===== src/rtl/dbg_cmd_master_pkg.sv =====
// Shared types and constants for the debug-bus command master.
package dbg_cmd_master_pkg;

  typedef logic [7:0]  byte_t;
  typedef logic [15:0] addr_t;

  typedef enum logic [3:0] {
    SEG_CTL = 4'h1,
    SEG_ROM = 4'h2,
    SEG_RAM = 4'h3
  } seg_t;

  typedef enum logic [1:0] {
    OP_PING  = 2'b00,
    OP_WRITE = 2'b01,
    OP_READ  = 2'b10,
    OP_RSVD  = 2'b11
  } op_e;

  typedef enum logic [3:0] {
    ST_IDLE,
    ST_ADDR_HI,
    ST_ADDR_LO,
    ST_WR_DATA,
    ST_WR_STROBE,
    ST_RD_ADDR,
    ST_RD_CAP,
    ST_RD_SEND,
    ST_RESP
  } state_e;

  localparam addr_t Park_addr        = {4'hF, 12'h000};
  localparam addr_t Ctl_sys_rst_addr = {SEG_CTL, 12'h000};

  localparam byte_t Ack  = 8'h06;
  localparam byte_t Nak  = 8'h15;
  localparam byte_t Ping = 8'hA5;

  // Segment is fixed for the packet; only the 12-bit offset advances and wraps.
  function automatic addr_t addr_inc(input addr_t a);
    return {a[15:12], a[11:0] + 12'd1};
  endfunction

endpackage


===== src/rtl/dbg_cmd_master_txreg.sv =====
// One-entry valid/ready output register shared by response codes and read data.
module dbg_byte_txreg
  import dbg_cmd_master_pkg::*;
(
  input  logic  clk,
  input  logic  rst,
  input  logic  i_load,
  input  byte_t i_data,
  output byte_t o_data,
  output logic  o_valid,
  input  logic  i_ready
);

  logic  r_valid;
  byte_t r_data;

  always_ff @(posedge clk or posedge rst) begin
    if (rst) begin
      r_valid <= 1'b0;
      r_data  <= '0;
    end else if (i_load && !r_valid) begin
      r_valid <= 1'b1;
      r_data  <= i_data;
    end else if (r_valid && i_ready) begin
      r_valid <= 1'b0;
    end
  end

  assign o_valid = r_valid;
  assign o_data  = r_data;

endmodule


===== src/rtl/dbg_cmd_master.sv =====
// Debug-bus initiator: host byte packets -> debug-bus reads/writes plus response bytes.
// Optional inter-byte timeout enabled by defining DBG_CMD_TIMEOUT_EN.
module dbg_cmd_master
  import dbg_cmd_master_pkg::*;
#(
  parameter int unsigned RD_LAT         = 1,
  parameter int unsigned TIMEOUT_CYCLES = 1024
) (
  input  logic  clk,
  input  logic  rst,
  input  byte_t rx_data,
  input  logic  rx_valid,
  output logic  rx_ready,
  output byte_t tx_data,
  output logic  tx_valid,
  input  logic  tx_ready,
  output addr_t dbg_addr,
  output logic  dbg_wen,
  output byte_t dbg_wdata,
  input  byte_t dbg_rdata,
  output logic  busy
);

  // One counter serves both read latency and (optionally) the inter-byte timeout.
  localparam int unsigned WAIT_MAX = (RD_LAT > TIMEOUT_CYCLES) ? RD_LAT : TIMEOUT_CYCLES;
  localparam int unsigned WAIT_W   = $clog2(WAIT_MAX + 1);
  localparam logic [WAIT_W-1:0] LAT_LAST = WAIT_W'(RD_LAT - 1);

  state_e            r_state, w_state_nxt;
  addr_t             r_cur;
  logic [5:0]        r_len;
  logic              r_is_wr;
  byte_t             r_wdata;
  logic [WAIT_W-1:0] r_wait;

  logic  w_rx_fire, w_tx_fire, w_tx_load, w_wait_run;
  byte_t w_tx_byte;

  assign rx_ready  = !rst && (r_state == ST_IDLE || r_state == ST_ADDR_HI ||
                              r_state == ST_ADDR_LO || r_state == ST_WR_DATA);
  assign w_rx_fire = rx_valid && rx_ready;
  assign w_tx_fire = tx_valid && tx_ready;

  // The ROM write enable decodes on segment alone, so the address is parked outside accesses.
  assign dbg_addr  = (r_state == ST_WR_STROBE || r_state == ST_RD_ADDR ||
                      r_state == ST_RD_CAP || r_state == ST_RD_SEND) ? r_cur : Park_addr;
  assign dbg_wen   = (r_state == ST_WR_STROBE);
  assign dbg_wdata = r_wdata;
  assign busy      = (r_state != ST_IDLE);

`ifdef DBG_CMD_TIMEOUT_EN
  localparam logic [WAIT_W-1:0] TMO_LAST = WAIT_W'(TIMEOUT_CYCLES - 1);
  logic w_waiting;
  assign w_waiting  = (r_state == ST_ADDR_HI || r_state == ST_ADDR_LO || r_state == ST_WR_DATA);
  assign w_wait_run = (r_state == ST_RD_ADDR) || w_waiting;
`else
  assign w_wait_run = (r_state == ST_RD_ADDR);
`endif

  always_comb begin
    w_state_nxt = r_state;
    w_tx_load   = 1'b0;
    w_tx_byte   = '0;
    unique case (r_state)
      ST_IDLE: begin
        if (w_rx_fire) begin
          unique case (op_e'(rx_data[7:6]))
            OP_PING: begin
              w_state_nxt = ST_RESP;
              w_tx_load   = 1'b1;
              w_tx_byte   = Ping;
            end
            OP_RSVD: begin
              w_state_nxt = ST_RESP;
              w_tx_load   = 1'b1;
              w_tx_byte   = Nak;
            end
            default: w_state_nxt = ST_ADDR_HI;
          endcase
        end
      end
      ST_ADDR_HI: if (w_rx_fire) w_state_nxt = ST_ADDR_LO;
      ST_ADDR_LO: if (w_rx_fire) w_state_nxt = r_is_wr ? ST_WR_DATA : ST_RD_ADDR;
      ST_WR_DATA: if (w_rx_fire) w_state_nxt = ST_WR_STROBE;
      ST_WR_STROBE: begin
        if (r_len == 6'd0) begin
          w_state_nxt = ST_RESP;
          w_tx_load   = 1'b1;
          w_tx_byte   = Ack;
        end else begin
          w_state_nxt = ST_WR_DATA;
        end
      end
      ST_RD_ADDR: if (r_wait == LAT_LAST) w_state_nxt = ST_RD_CAP;
      ST_RD_CAP: begin
        w_state_nxt = ST_RD_SEND;
        w_tx_load   = 1'b1;
        w_tx_byte   = dbg_rdata;
      end
      ST_RD_SEND: if (w_tx_fire) w_state_nxt = (r_len == 6'd0) ? ST_IDLE : ST_RD_ADDR;
      ST_RESP:    if (w_tx_fire) w_state_nxt = ST_IDLE;
      default:    w_state_nxt = ST_IDLE;
    endcase
`ifdef DBG_CMD_TIMEOUT_EN
    if (w_waiting && !w_rx_fire && r_wait == TMO_LAST) begin
      w_state_nxt = ST_RESP;
      w_tx_load   = 1'b1;
      w_tx_byte   = Nak;
    end
`endif
  end

  always_ff @(posedge clk or posedge rst) begin
    if (rst) begin
      r_state <= ST_IDLE;
      r_cur   <= Park_addr;
      r_len   <= '0;
      r_is_wr <= 1'b0;
      r_wdata <= '0;
      r_wait  <= '0;
    end else begin
      r_state <= w_state_nxt;
      if (w_state_nxt != r_state || w_rx_fire) r_wait <= '0;
      else if (w_wait_run)                     r_wait <= r_wait + WAIT_W'(1);
      if (w_rx_fire) begin
        unique case (r_state)
          ST_IDLE: begin
            r_is_wr <= (rx_data[7:6] == OP_WRITE);
            r_len   <= rx_data[5:0];
          end
          ST_ADDR_HI: r_cur[15:8] <= rx_data;
          ST_ADDR_LO: r_cur[7:0]  <= rx_data;
          ST_WR_DATA: r_wdata     <= rx_data;
          default: ;
        endcase
      end
      if (r_state == ST_WR_STROBE || (r_state == ST_RD_SEND && w_tx_fire)) begin
        r_cur <= addr_inc(r_cur);
        r_len <= r_len - 6'd1;
      end
    end
  end

  dbg_byte_txreg u_txreg (
    .clk     (clk),
    .rst     (rst),
    .i_load  (w_tx_load),
    .i_data  (w_tx_byte),
    .o_data  (tx_data),
    .o_valid (tx_valid),
    .i_ready (tx_ready)
  );

endmodule


===== config.mk =====
export PLATFORM = sky130hd
export DESIGN_NAME = dbg_cmd_master
export DESIGN_NICKNAME = d
export VERILOG_FILES = /design/src/rtl/dbg_cmd_master_pkg.sv /design/src/rtl/dbg_cmd_master_txreg.sv /design/src/rtl/dbg_cmd_master.sv
export SDC_FILE = /design/constraint.sdc
export NUM_CORES = 1
export LEC_CHECK = 0
export BUFFER_PORTS_ARGS = -buffer_cell sky130_fd_sc_hd__buf_2
export CAP_MARGIN = 10
export CORE_MARGIN = 2
export CORE_UTILIZATION = 40
export CTS_CLUSTER_SIZE = 8
export DETAILED_ROUTE_END_ITERATION = 6
export HOLD_SLACK_MARGIN = 0.02
export PLACE_DENSITY = 0.62
export SYNTH_ARGS = -nofsm -noshare
export SYNTH_HDL_FRONTEND = slang
export SYNTH_HIERARCHICAL = 1
export SYNTH_SLANG_ARGS = --single-unit

===== constraint.sdc =====
create_clock -name clk -period 3.6 [get_ports clk]
set_input_delay 0.18 -clock clk [delete_from_list [all_inputs] [get_ports clk]]
set_output_delay 0.18 -clock clk [all_outputs]
set_load 0.02 [all_outputs]

* Word level (Yosys, flattened, before mapping)
Index checks and enable logic that the tools add are counted.
W data, S select, Z words.
** Storage, ports and cells
- Flip-flop bits (word level) :: 55
- Input port bits :: 20
- Output and inout port bits :: 36
- Word-level logic and storage cells :: 90
** Operators by class
- $add $sub $neg :: 3
- Eq/ne operators :: 11
- Mux-type cells :: 32
- Bitwise operators :: 1
- Reductions and logical operators :: 33
** Operators with widths (number)
- $mux W4 :: 10
- $pmux W4 S9 :: 1
- $mux W12 :: 2
- $pmux W8 S3 :: 1
- $mux W11 :: 2
- $mux W6 :: 3
- $eq A4 B3 Y1 const B :: 4
- $mux W16 :: 1
- $mux W8 :: 2
- $pmux W8 S2 :: 1
- $add A12 B1 Y12 const B :: 1
- $reduce_bool A2 Y1 :: 6
- $add A11 B1 Y11 const B :: 1
- $logic_not A11 Y1 :: 1
- $reduce_and A2 Y1 :: 5
- $mux W3 :: 3
- $eq A4 B2 Y1 const B :: 2
- $logic_or A1 B1 Y1 :: 8
- $logic_not A6 Y1 :: 1
- $sub A6 B1 Y6 const B :: 1
- $logic_and A1 B1 Y1 :: 5
- $mux W1 :: 5
- $eq A4 B1 Y1 const B :: 1
- $eq A4 B4 Y1 const B :: 1
- 11 further kinds :: 12

* Longest topological paths before layout
- Depth in word-level cells :: 11
- Mapped depth :: 9

* Cells and area by module
Netlist, hierarchy kept.
** Modules (own cells, without submodules)
- dbg_cmd_master :: times used 1, cells each 312, area an instance 2747.6 µm², sequential area each 1156.1 µm²
- dbg_byte_txreg :: times used 1, cells each 22, area an instance 377.9 µm², sequential area each 225.2 µm²

* Least setup slack after synthesis
No wires, ideal clock.
- Kind :: register to register
- Start :: reg r_len[0]
- End :: reg u_txreg.r_data[0] (netlist: u_txreg/o_data[0])
- Arrival time :: 2.191 ns
- Data required time :: 3.475 ns
- Slack :: 1.284 ns
- Cell stages (with the launch flop) :: 10
- Buffers on the path :: 1
- Path through :: dfrtp_1 inv_1 ha_1 or3b_2 nor3_1 a21oi_1 o21ai_0 nor2b_2 buf_6 mux2_4
** On the way
- Word-level cells in the longest chain between the ends :: 4
** RTL lines
- start: declaration :: line dbg_cmd_master.sv:31 : logic [5:0] r_len;
- start signal: assignment :: line dbg_cmd_master.sv:129 : r_len <= rx_data[5:0];
- start signal: assignment :: line dbg_cmd_master.sv:139 : r_len <= r_len - 6'd1;
- $logic_not A6 Y1 :: line dbg_cmd_master.sv:86 : if (r_len == 6'd0) begin
- $mux W1 :: line dbg_cmd_master.sv:86
- $pmux W1 S3 :: line dbg_cmd_master.sv:64 : unique case (r_state)
- net w_tx_load :: line dbg_cmd_master.sv:36 : logic w_rx_fire, w_tx_fire, w_tx_load, w_wait_run;
- $logic_and A1 B1 Y1 :: line dbg_cmd_master_txreg.sv:21 : end else if (i_load && !r_valid) begin
- end signal: assignment :: line dbg_cmd_master_txreg.sv:23 : r_data <= i_data;
- end: declaration :: line dbg_cmd_master_txreg.sv:15 : byte_t r_data;
The timed path passes the listed nets, and every way through them passes these cells.
A chain may end at the register's enable or synchronous reset.

* Final worst setup path
- Start :: reg r_len[0]
- End :: reg u_txreg.r_data[7] (netlist: u_txreg/o_data[7])
Same word-level chain as after synthesis.

==> impl_results.md <==
- Combinational family with the most area after synthesis: simple AND/OR/NAND/NOR gates
- Hold EP: u_txreg/o_valid
- I/O pins: 56
- Worst-Skew Late Latency: 0.32 ns
- FF-to-FF setup slack: 0.70 ns
- Yosys warnings: 6
- Routed WL: 7400 um
- Setup tns final: 0 ns
- Critical Path AT: 3.10 ns
- Worst VDD drop: 254 uV
- Metal2 WL: 3210 um
- First-pass DRT Iterations: 4
- Post-synthesis mux area share: 0.0773
- Die height: 92.4 um
- Buffers inserted by post-CTS timing repair: 0
- DR WL met3: 411 um
- Main flop type after synthesis: dfrtp_1
- Lkg Pwr: 1.69 nW
- DP HPWL: 5390 um
- Post-Synth Adder-Cell Area: 0.0280
- Register area: 0.00138 mm2
- CTS H-tree depth: 2
- Worst stage delay on the critical path: 0.55 ns
- Hold crit path type: primary input to flop
- Post-synthesis xor/xnor area fraction: 0.0336
- P&R area growth vs syn: 14.5%
- Drt drc: 0
- Tightest Pin Transition: 0.956 ns
- Max cap viols: 0
- Relative max-transition margin: 0.362
- Via-to-Cell Ratio: 5.47
- Share of cells above drive strength 1: 0.242
- Yosys cell types: 54
- 1st-iter DRT viols: 244
- Antenna viol nets, final: 0
- Starting Density: 0.409
- Final hold violation count: 0
- Reg2reg end: u_txreg/o_data[7]
- Grt total ovfl: 0
- Avg WL per Cell: 15.1 um
- Period minus WS final: 2.90 ns
- Sequential-to-total area share from yosys stat: 0.442
- Fin Clk Skew: 0.0160 ns
- CTS tree: done
- Vias: 2,681
- Die area: 0.00854 mm2
- Uppermost layer routed: met4
- Synth area leader: dfrtp_1
- Setup crit start kind: flop
- Cell count after synthesis: 334
- Number of fillers in the final layout: 762
- Routability Congestion: 0.843
- Pins Over Slew Limit: 0
- Post-Syn Area: 0.00313 mm2
- Core Region: 0.00765 mm2
- # rows: 32
- Most common cell in the netlist: dfrtp_1
- Port Buffers: 55
- Nets: 414
- Initial antenna violation count: 0
- Hold Path Depth: 2
- DRT met1 WL: 3680 um
- RSZ-0062 raised after global routing: no
- Synth Area in Simple Gates: 0.251
- Max Clk Rate: 345 MHz
- Chip width: 92.4 um
- Total track usage: 0.179
- Fin crit share: 0.805
- Ant. Diodes: 0
- Root Driver: clkbuf_8
- First-pass GRT wire length: 12,100 um
- Synthesized area per cell: 9.36 um2
- CP Class: flop to flop
- Crit-path slowest cell: nor2b_2
- Footprint of the multi-input gates: 0.00162 mm2
- Min-delay src: tx_ready
- Post-CTS sizing: 0
- CP cell instances: inv_1 -> ha_1 -> or3b_2 -> nor3_1 -> a21oi_1 -> o21ai_0 -> nor2b_2 -> mux2_4
- Crit Path Max Fanout: 8
- Hold slack: 0.107 ns
- Top cells by area, synth: dfrtp_1, nand2_1, mux2_4
- Vias in the first global route: 2,439
- Cell Pwr Density: 645 mW/mm2
- Asr flop ratio synth: 1.00
- Final setup violation count: 0
- Yosys reg bits: 55
- Post-synth EDFFs: 0
- Synth top cells by count: dfrtp_1, nand2_1, nor2_1
- CP Capture Type: flop
- Syn Nets: 361
- Cts bufs inserted: 5
- Post-synthesis compound-gate area fraction: 0.129
- Clk buf depth: 2
- # clock sinks: 55
- R2R cell count: 8
- CP required: 3.80 ns
- CTS Hold Bufs: 1
- RR Startpoint: r_len[0]
- Status: finished clean
- Clock transition at path regs: 0.09 ns
- Largest net degree at the start of global routing: 47
- Post-synth top area share: 0.408
-- metrics by stage --
stage / power, mW / std cells / instance area [um2] / utilization / worst slack, ns
global route: 2.49 / 490 / 3580 / 0.468 / 0.606
floorplan: 1.72 / 334 / 3130 / - / 1.28
detailed placement: 1.98 / 481 / 3490 / 0.456 / 0.737
finish: 2.31 / 490 / 3580 / 0.468 / 0.703
CTS: 2.33 / 490 / 3580 / 0.468 / 0.731
global placement: 1.97 / 481 / 3490 / 0.456 / 0.843
-- report_power, final --
part | switching, mW | total, mW | internal (mW)
combinational | 0.535 | 0.907 | 0.372
clock | 0.198 | 0.335 | 0.137
sequential | 0.229 | 1.07 | 0.838
-- worst max-delay path by stage --
stage / slack [ns] / endpoint / startpoint
after floorplan: 1.28 / u_txreg/o_data[0] / r_len[0]
after global placement: 0.84 / u_txreg/o_data[7] / r_len[0]
after detailed placement: 0.74 / u_txreg/o_data[5] / r_len[0]
after CTS: 0.73 / u_txreg/o_data[5] / r_len[0]
after global routing: 0.61 / u_txreg/o_data[2] / r_len[0]
final: 0.70 / u_txreg/o_data[7] / r_len[0]
-- worst max-delay path: cells and delay by family, from the launching register on --
family | cells | cell delay, ns
and+or+nand+nor | 3 | 1.44
adders and majority gates | 1 | 0.21
AOI/OAI and AO/OA | 2 | 0.31
muxes | 1 | 0.35
buffers and inverters | 1 | 0.09
DFF | 1 | 0.40
-- sequential cells by signal (all words and copies together), names as in the netlist --
name	cells
dbg_wdata	8
r_cur	16
r_is_wr	1
r_len	6
r_state	4
r_wait	11
u_txreg/o_data	8
u_txreg/o_valid	1
-- layout by cell type, fill, tap and decap left out, types with 5 or more instances in the layout --
| cell type | Yosys | layout |
|---|---|---|
| nand4_1 | 7 | 7 |
| nand3_1 | 11 | 11 |
| xor2_1 | 7 | 7 |
| nor3_1 | 19 | 19 |
| xnor2_1 | 5 | 5 |
| a21oi_1 | 15 | 15 |
| buf_2 | 3 | 55 |
| ha_1 | 7 | 7 |
| nand2_1 | 38 | 38 |
| clkbuf_8 | 0 | 5 |
| dfrtp_1 | 51 | 51 |
| mux2_2 | 9 | 9 |
| mux2_4 | 8 | 8 |
| nor2_1 | 31 | 31 |
| and2_1 | 12 | 12 |
| and3_1 | 5 | 5 |
| nand2b_1 | 9 | 9 |
| o21ai_0 | 13 | 13 |
| inv_1 | 14 | 13 |
-- routing by layer --
layer	vias up	GRT usage
met5	-	0
met1	1302	0.272
met4	0	0.0535
met2	82	0.261
met3	9	0.0285
li1	1288	-
-- kinds of logic (layout without fill, tap and decap cells) --
kind of cell / Yosys count / in the layout
buffers and inverters: 28 / 82
multiplexers: 19 / 19
AND/OR/NAND/NOR: 153 / 153
flip-flops: 55 / 55
XOR/XNOR: 12 / 12
AO/OA/AOI/OAI: 60 / 60
adder cells (fa/ha/maj): 7 / 7
-- final cells by class --
class | count | share of cell area
Sequential cell | 55 | 0.386
Clock buffer | 7 | 0.0213
Tap cell | 102 | 0.0357
Timing Repair Buffer | 60 | 0.0881
Inverter | 14 | 0.0147
Multi-Input combinational cell | 251 | 0.453
Clock inverter | 1 | 0.00140
(Power assumes the default switching activity.)
